<file path="src/rtl/uart_pkg.sv">
// Shared UART definitions: 50 MHz baud divisors, baud select decode, byte FSM states.
package uart_pkg;

   localparam int unsigned BPS_W = 13;

   localparam logic [BPS_W-1:0] BPS_9600   = 13'd5208;
   localparam logic [BPS_W-1:0] BPS_19200  = 13'd2604;
   localparam logic [BPS_W-1:0] BPS_38400  = 13'd1302;
   localparam logic [BPS_W-1:0] BPS_57600  = 13'd868;
   localparam logic [BPS_W-1:0] BPS_115200 = 13'd434;

   // Idle bit-times after an accepted byte before a partial word is dropped
   localparam int unsigned TIMEOUT_BITS = 20;

   typedef enum logic [1:0] {
      RX_IDLE  = 2'd0,
      RX_START = 2'd1,
      RX_DATA  = 2'd2,
      RX_STOP  = 2'd3
   } rx_state_t;

   // baud_set -> clock cycles per bit; codes above 4 alias the fastest rate
   function automatic logic [BPS_W-1:0] bps_of(input logic [2:0] baud_set);
      logic [BPS_W-1:0] bps;
      case (baud_set)
         3'd0:    bps = BPS_9600;
         3'd1:    bps = BPS_19200;
         3'd2:    bps = BPS_38400;
         3'd3:    bps = BPS_57600;
         default: bps = BPS_115200;
      endcase
      return bps;
   endfunction

endpackage

</file>
<file path="src/rtl/uart_byte_rx.sv">
// Single 8N1 byte receiver: input synchronizer, bit timer and byte FSM.
module uart_byte_rx
   import uart_pkg::*;
(
   input  logic       clk,
   input  logic       reset_n,
   input  logic       uart_rx,
   input  logic [2:0] baud_set,
   output logic [7:0] byte_data,
   output logic       byte_done,
   output logic       byte_err,
   output logic       rx_busy
);

   logic             rx_s1, rx_s2, rx_d;
   logic             fall_c, tick_c;
   rx_state_t        state, state_nxt;
   logic [BPS_W-1:0] bps_q, cnt;
   logic [2:0]       bit_idx;
   logic [7:0]       shift;

   // Two-flop synchronizer plus edge register, all idling high
   always_ff @(posedge clk or negedge reset_n) begin
      if (!reset_n) begin
         rx_s1 <= 1'b1;
         rx_s2 <= 1'b1;
         rx_d  <= 1'b1;
      end else begin
         rx_s1 <= uart_rx;
         rx_s2 <= rx_s1;
         rx_d  <= rx_s2;
      end
   end

   assign fall_c = rx_d & ~rx_s2;

   // Sample point: half a bit into the start bit, then one full bit apart
   always_comb begin
      tick_c = 1'b0;
      if (state == RX_START)
         tick_c = (cnt == (bps_q >> 1) - BPS_W'(1));
      else if (state != RX_IDLE)
         tick_c = (cnt == bps_q - BPS_W'(1));
   end

   // State register
   always_ff @(posedge clk or negedge reset_n) begin
      if (!reset_n) state <= RX_IDLE;
      else          state <= state_nxt;
   end

   // Next-state logic
   always_comb begin
      state_nxt = state;
      case (state)
         RX_IDLE:  if (fall_c) state_nxt = RX_START;
         RX_START: if (tick_c) state_nxt = rx_s2 ? RX_IDLE : RX_DATA;
         RX_DATA:  if (tick_c && bit_idx == 3'd7) state_nxt = RX_STOP;
         RX_STOP:  if (tick_c) state_nxt = RX_IDLE;
         default:  state_nxt = RX_IDLE;
      endcase
   end

   // Bit timer, shift register and registered byte outputs
   always_ff @(posedge clk or negedge reset_n) begin
      if (!reset_n) begin
         bps_q     <= BPS_115200;
         cnt       <= '0;
         bit_idx   <= '0;
         shift     <= '0;
         byte_data <= '0;
         byte_done <= 1'b0;
         byte_err  <= 1'b0;
         rx_busy   <= 1'b0;
      end else begin
         byte_done <= 1'b0;
         byte_err  <= 1'b0;
         if (state == RX_IDLE) begin
            cnt     <= '0;
            bit_idx <= '0;
            if (fall_c) bps_q <= bps_of(baud_set);
         end else if (tick_c) begin
            cnt <= '0;
         end else begin
            cnt <= cnt + BPS_W'(1);
         end
         if (state == RX_START && tick_c && !rx_s2) rx_busy <= 1'b1;
         if (state == RX_DATA && tick_c) begin
            shift   <= {rx_s2, shift[7:1]};
            bit_idx <= bit_idx + 3'd1;
         end
         if (state == RX_STOP && tick_c) begin
            rx_busy <= 1'b0;
            if (rx_s2) begin
               byte_done <= 1'b1;
               byte_data <= shift;
            end else begin
               byte_err  <= 1'b1;
            end
         end
      end
   end

endmodule

</file>
<file path="src/rtl/uart_data_rx.sv">
// Multi-byte UART receiver: assembles DATA_WIDTH/8 bytes into one word.
// Optional feature: define UART_DATA_RX_TIMEOUT_EN to drop stalled partial words.
module uart_data_rx
   import uart_pkg::*;
#(
   parameter int unsigned DATA_WIDTH = 32,
   parameter bit          MSB_FIRST  = 1'b0
) (
   input  logic                  clk,
   input  logic                  reset_n,
   input  logic                  uart_rx,
   input  logic [2:0]            baud_set,
   output logic [DATA_WIDTH-1:0] data,
   output logic                  rx_done,
   output logic                  frame_err,
   output logic                  uart_state
);

   localparam int unsigned NBYTES = DATA_WIDTH / 8;
   localparam int unsigned CNT_W  = (NBYTES > 1) ? $clog2(NBYTES) : 1;
   localparam logic [CNT_W-1:0] LAST = CNT_W'(NBYTES - 1);

   logic [7:0]            byte_data;
   logic                  byte_done, byte_err, rx_busy;
   logic [CNT_W-1:0]      byte_cnt, slot_c;
   logic [DATA_WIDTH-1:0] asm_q, asm_next_c;
   logic                  timeout_c;

   uart_byte_rx u_byte_rx (
      .clk       (clk),
      .reset_n   (reset_n),
      .uart_rx   (uart_rx),
      .baud_set  (baud_set),
      .byte_data (byte_data),
      .byte_done (byte_done),
      .byte_err  (byte_err),
      .rx_busy   (rx_busy)
   );

   // Place the incoming byte into its slot of the assembly word
   always_comb begin
      slot_c     = MSB_FIRST ? (LAST - byte_cnt) : byte_cnt;
      asm_next_c = asm_q;
      for (int i = 0; i < NBYTES; i++)
         if (slot_c == CNT_W'(i)) asm_next_c[i*8 +: 8] = byte_data;
   end

`ifdef UART_DATA_RX_TIMEOUT_EN
   localparam int unsigned TO_W = 17;

   logic [TO_W-1:0] idle_cnt;
   logic [TO_W-1:0] idle_lim_c;

   assign idle_lim_c = TO_W'(TIMEOUT_BITS * bps_of(baud_set)) - TO_W'(1);
   assign timeout_c  = (byte_cnt != '0) && !rx_busy && (idle_cnt == idle_lim_c);

   // Idle time since the last accepted byte of an unfinished word
   always_ff @(posedge clk or negedge reset_n) begin
      if (!reset_n)
         idle_cnt <= '0;
      else if (byte_cnt == '0 || rx_busy || byte_done || timeout_c)
         idle_cnt <= '0;
      else
         idle_cnt <= idle_cnt + TO_W'(1);
   end
`else
   assign timeout_c = 1'b0;
`endif

   // Word assembly, byte counter, completion/error pulses and busy flag
   always_ff @(posedge clk or negedge reset_n) begin
      if (!reset_n) begin
         data       <= '0;
         rx_done    <= 1'b0;
         frame_err  <= 1'b0;
         uart_state <= 1'b0;
         byte_cnt   <= '0;
         asm_q      <= '0;
      end else begin
         rx_done   <= 1'b0;
         frame_err <= 1'b0;
         if (byte_err || timeout_c) begin
            frame_err  <= 1'b1;
            byte_cnt   <= '0;
            asm_q      <= '0;
            uart_state <= 1'b0;
         end else if (byte_done) begin
            if (byte_cnt == LAST) begin
               data       <= asm_next_c;
               rx_done    <= 1'b1;
               byte_cnt   <= '0;
               asm_q      <= '0;
               uart_state <= 1'b0;
            end else begin
               asm_q    <= asm_next_c;
               byte_cnt <= byte_cnt + CNT_W'(1);
            end
         end else if (rx_busy) begin
            uart_state <= 1'b1;
         end
      end
   end

endmodule

</file>
<file path="config.mk">
export PLATFORM = sky130hd
export DESIGN_NAME = uart_data_rx
export DESIGN_NICKNAME = d
export VERILOG_FILES = /design/src/rtl/uart_pkg.sv /design/src/rtl/uart_byte_rx.sv /design/src/rtl/uart_data_rx.sv
export SDC_FILE = /design/constraint.sdc
export NUM_CORES = 1
export LEC_CHECK = 0
export CAP_MARGIN = 20
export CELL_PAD_IN_SITES_DETAIL_PLACEMENT = 0
export CELL_PAD_IN_SITES_GLOBAL_PLACEMENT = 2
export CORE_MARGIN = 5
export CORE_UTILIZATION = 30
export DETAILED_ROUTE_END_ITERATION = 10
export DONT_BUFFER_PORTS = 1
export GPL_TIMING_DRIVEN = 0
export PLACE_DENSITY = 0.65
export SLEW_MARGIN = 20
export SYNTH_ARGS = -nofsm -noshare
export SYNTH_HDL_FRONTEND = slang
export SYNTH_SLANG_ARGS = --single-unit
</file>
<file path="constraint.sdc">
create_clock -name clk -period 5.7 [get_ports clk]
set_input_delay 0.855 -clock clk [delete_from_list [all_inputs] [get_ports clk]]
set_output_delay 0.855 -clock clk [all_outputs]
set_load 0.02 [all_outputs]
</file>
# After elaboration in Yosys (flattened, before gate mapping)
# Cells that the tools add are included.
# Widths: inputs -> output; s select.
# word_totals
ff_bits	122
out_inout_bits	35
elab_cells	99
# classes
add_sub_neg	5
n_eq_ne	17
mux	37
bitwise	3
n_reduce_logical	19
# op_table
op	count
$mux 32	3
$pmux 13 s4	1
$mux 8	4
$eq 13x13->1	2
$mux 13	2
$mux 1	16
$mux 2	8
$add 13x1->13 const B	1
$sub 12x1->13 const B	1
$sub 13x1->13 const B	1
$eq 2x2->1 const B	4
$ne 2x1->1 const B	4
$pmux 2 s4	1
$reduce_bool 2->1	4
$eq 3x2->1 const B	2
$mux 3	2
$reduce_and 2->1	3
$logic_and 1x1->1	5
$eq 2x1->1 const B	2
$logic_not 2->1	2
$reduce_and 4->1	1
$add 3x1->3 const B	1
$eq 3x1->1 const B	1
$eq 3x3->1 const B	1
8 further kinds	9

# Logic depth before layout (Yosys ltp)
# depth
depth_word	8
ltp_mapped	11

# Cells and area by module
# Synthesis repeated with hierarchy kept, for this count alone.
# hier_totals
hier_cells	562
hier_area_um2	6373.6
# by_module_without_submodules
module	n_inst	cells_each	area_each_um2	seq_area_each_um2
uart_data_rx	1	261	3286.9	1526.5
uart_byte_rx	1	301	3086.7	1311.3

# Worst setup path before layout
# OpenSTA, ideal clock, no wires.
# synth_timing
kind	register to register
startpoint	register u_byte_rx.bps_q[1]
endpoint	register u_byte_rx.cnt[10]
t_arrival_ns	3.108
path_slack_ns	2.458
path_stages_with_launch	12
n_path_buf	3
period_less_slack_ns	3.242
cell_sequence	dfstp_2 > buf_2 > inv_1 > ha_1 > or3b_2 > clkbuf_1 > o31a_1 > o32a_1 > a2111oi_0 > and4bb_1 > buf_2 > nor3_1
# synth_between
elab_chain_len	6
word_cells_on_any_way	8
# synth_rtl
element	line_no	text
from (decl)	uart_byte_rx.sv:18	logic [BPS_W-1:0] bps_q, cnt;
from (signal assigned)	uart_byte_rx.sv:81	if (fall_c) bps_q <= bps_of(baud_set);
$sub 13x1->13	uart_byte_rx.sv:43	tick_c = (cnt == bps_q - BPS_W'(1));
$eq 13x13->1	uart_byte_rx.sv:43	
$mux 1	uart_byte_rx.sv:42	else if (state != RX_IDLE)
$mux 1 (*)	uart_byte_rx.sv:40	if (state == RX_START)
$mux 13 (*)	uart_byte_rx.sv:82	end else if (tick_c) begin
$mux 13 (*)	uart_byte_rx.sv:78	if (state == RX_IDLE) begin
to (signal assigned)	uart_byte_rx.sv:85	cnt <= cnt + BPS_W'(1);
to (decl)	uart_byte_rx.sv:18	
# Mark *: on every way between the ends. The rest lies on a longest branch, timed or not.
# A chain may end at the register's enable or synchronous reset.

# Worst setup path in the final report
# layout_timing
startpoint	register u_byte_rx.bps_q[1]
endpoint	register u_byte_rx.cnt[4]
# The elaborated chain is that of the path after synthesis.

==> flow_summary.json <==
{
  "status": "complete, no violations",
  "tns_ns": 0,
  "cts_hold_buf": 0,
  "final_net_count": 673,
  "final_area_sq_um": 6800,
  "clk_latency_ns": 0.42,
  "synth_edf_count": 0,
  "cts_tree": "done",
  "post_drt_wl_per_cell_microns": 17.0,
  "hold_viol": 0,
  "drtPass1Iterations": 4,
  "period_minus_slack_ns": 4.03,
  "yosys_warnings": 0,
  "grt_pass1_wl_mm": 25.5,
  "grt_pass1_vias": 4516,
  "io_pins": 41,
  "p_per_area_nw_per_um2": 357,
  "switching_power_mw": 0.683,
  "rsz0062_at_grt": "no",
  "crit_type": "flip-flop to flip-flop",
  "grt.overflow.total": 0,
  "p_leak_nw": 2.98,
  "setup_viol": 0,
  "grt_start_max_net_pins": 114,
  "seq_area_frac_synth_pct": 48.4,
  "max_freq_mhz": 248,
  "coreArea_sq_um": 19300,
  "ff2ff_setup_slack_ns": 1.67,
  "fp.dieW_microns": 150,
  "final_core_util_pct": 35.2,
  "start_util_pct": 30.4,
  "syn_inst": 640,
  "relSlewSlack_pct": 42.0,
  "critical_path.reg2reg.startpoint": "u_byte_rx.bps_q[1]$_DFFE_PN1P_",
  "drv_cap": 0,
  "drtAntennaViolNets": 0,
  "timing.rr.end": "u_byte_rx.cnt[4]$_DFF_PN0_",
  "fillCellCount": 2030,
  "grtUsageTotal_pct": 14.8,
  "worstSetupEndpointType": "flip-flop",
  "ff_latch_area_sq_um": 2840,
  "synth_ff_type": "dfrtp_1",
  "placed_area_sq_um": 6200,
  "required_ns": 5.97,
  "cp_max_fo": 10,
  "synth_nets": 654,
  "ctsRootBufferMaster": "clkbuf_16",
  "synthArstFlopShare_pct": 100,
  "synthDistinctLibCells": 58,
  "vias": 4627,
  "multi_input_area_sq_um": 2790,
  "critPathArrivalTime_ns": 4.30,
  "postCtsResizedCells": 0,
  "post-cts-setup-buffers": 0,
  "cts_buffers": 17,
  "clock_power_share_pct": 43.7,
  "ys_ff_latch": 113,
  "num_rows": 51,
  "die_h_microns": 150,
  "area.growth.synth_to_final_pct": 15.9,
  "clock-sinks": 113,
  "p_int_mw": 1.74,
  "seq_power_share_pct": 38.0,
  "routabilityCongestion": 0.784,
  "rr_worst_depth": 11,
  "finalCritPeriodShare_pct": 70.7,
  "tightestPinTransition_ns": 0.868,
  "antenna_found_initial": 0,
  "routed_via_density": 4.94,
  "routed_wl_mm": 15.9,
  "combPwrFrac_pct": 18.3,
  "sw_frac_of_total_pct": 28.1,
  "path_clk_slew_ns": 0.05,
  "peakVddDrop_v": 0.000205,
  "start_kind": "flip-flop",
  "post-dp-hpwl_mm": 11.3,
  "final_cell_mix": "dfrtp_1, a21oi_1, nand2_1",
  "skew_ns": 0.00952,
  "n_antenna_cell": 0,
  "cts_buffer_depth": 2,
  "holdCritPathClass": "primary input to async pin",
  "syn-cell-area_sq_um": 5870,
  "htree_levels": 4,
  "drc": 0,
  "holdWs_ns": 0.150,
  "die_area_sq_um": 22500,
  "numPortBuffers": 0,
  "drt_iter0_drc": 250,
  "synth_area_per_cell_sq_um": 9.17,
  "drive_above_1_share_pct": 9.97,
  "maxSlewViolCount": 0,
  "final_common_cell": "dfrtp_1"
}
==> flip-flops by register name, indices dropped and copies added (netlist names), 2 cells and up, named ones only <==
name	flops
u_byte_rx.bit_idx	3
byte_cnt	2
u_byte_rx.cnt	13
asm_q	24
u_byte_rx.bps_q	12
u_byte_rx.byte_data	8
data	32
u_byte_rx.shift	8
==> cell families after synthesis <==
kind of cell,Yosys count,share of synthesized area [%]
DFF,113,48.4
buffers and inverters,65,4.22
adders and majority gates,8,1.71
muxes,19,3.58
xor gates and xnor gates,37,6.46
AOI/OAI and AO/OA,148,14.8
and+or+nand+nor,250,20.9
==> critical path, stage by stage, from the launching register on <==
cell and delay (ns):
dfstp_2 0.35, buf_2 0.16, inv_1 0.10, ha_1 0.28
or3b_2 0.46, clkbuf_1 0.19, o31a_1 0.34, o32a_1 0.35
a2111oi_1 0.76, and4bb_1 0.50, buf_2 0.29, nor3_1 0.09
==> cells in the mapped netlist (2+ instances only) <==
cell	count	area share, %
dfrtp_1	105	45
nor4_1	3	0.32
nor2_1	67	4.3
xor2_1	15	2.2
xnor3_1	4	1.5
a2111oi_0	2	0.30
nand2b_1	4	0.43
o2111ai_1	3	0.45
and4_1	3	0.45
o21ai_0	31	2.6
o41ai_1	4	0.60
a21boi_0	2	0.26
nand3b_1	2	0.26
or3_1	8	0.85
a22o_1	3	0.45
or4_1	4	0.51
nand2_1	75	4.8
dfstp_2	8	3.6
xnor2_1	18	2.7
a21oi_1	79	6.7
clkbuf_1	49	3.1
a22oi_1	2	0.26
nor2b_1	28	3.0
o31ai_1	3	0.38
o211ai_1	7	0.90
a31oi_1	2	0.21
or2_2	4	0.43
mux2i_1	3	0.51
nand3_1	12	1.0
nor3_1	22	1.9
and3_1	5	0.53
inv_1	9	0.58
buf_1	2	0.13
ha_1	8	1.7
nor3b_1	2	0.26
mux2_2	16	3.1
and2_1	3	0.32
buf_2	3	0.26
==> per-layer routing <==
metal  part of all wire, %  global-route usage [%]  wire length, microns
met1                    48                    20.6                  7720
met2                    45                    22.6                  7240
met3                   4.4                    3.33                   707
met5                     0                       0                     0
met4                   1.7                    5.63                   273
==> metrics by stage <==
stage	setup slack (ns)	std cells	power, mW
4_1_cts	1.59	937	2.46
5_1_grt	1.42	937	2.56
3_3_place_gp	1.35	905	1.37
3_5_place_dp	1.61	905	1.37
6_report	1.67	937	2.43
2_1_floorplan	2.46	640	1.27
==> power groups by stage <==
stage,Sequential (mW),Combinational [mW],Clock [mW]
floorplan,0.915,0.352,0
global placement,0.932,0.438,0
detailed placement,0.933,0.439,0
CTS,0.920,0.444,1.10
global route,0.928,0.496,1.14
finish,0.922,0.444,1.06
==> final cells by class <==
type | instances | share of cell area [%]
Sequential cell | 113 | 41.7
Multi-Input combinational cell | 462 | 41.0
Clock buffer | 24 | 7.23
Tap cell | 265 | 4.87
Buffer | 54 | 3.04
Clock inverter | 8 | 1.51
Inverter | 11 | 0.607
==> worst max-delay path by stage <==
stage / startpoint / endpoint / slack, ns / cells past startpoint
5_1_grt: u_byte_rx.bps_q[1]$_DFFE_PN1P_ / u_byte_rx.cnt[3]$_DFF_PN0_ / 1.42 / 11
6_report: u_byte_rx.bps_q[1]$_DFFE_PN1P_ / u_byte_rx.cnt[4]$_DFF_PN0_ / 1.67 / 11
4_1_cts: u_byte_rx.bps_q[1]$_DFFE_PN1P_ / u_byte_rx.cnt[4]$_DFF_PN0_ / 1.59 / 11
3_3_place_gp: u_byte_rx.bps_q[1]$_DFFE_PN1P_ / u_byte_rx.cnt[10]$_DFF_PN0_ / 1.35 / 11
3_5_place_dp: u_byte_rx.bps_q[1]$_DFFE_PN1P_ / u_byte_rx.cnt[5]$_DFF_PN0_ / 1.61 / 11
2_1_floorplan: u_byte_rx.bps_q[1]$_DFFE_PN1P_ / u_byte_rx.cnt[10]$_DFF_PN0_ / 2.46 / 11
No activity file was read; power rests on OpenSTA's default activity.
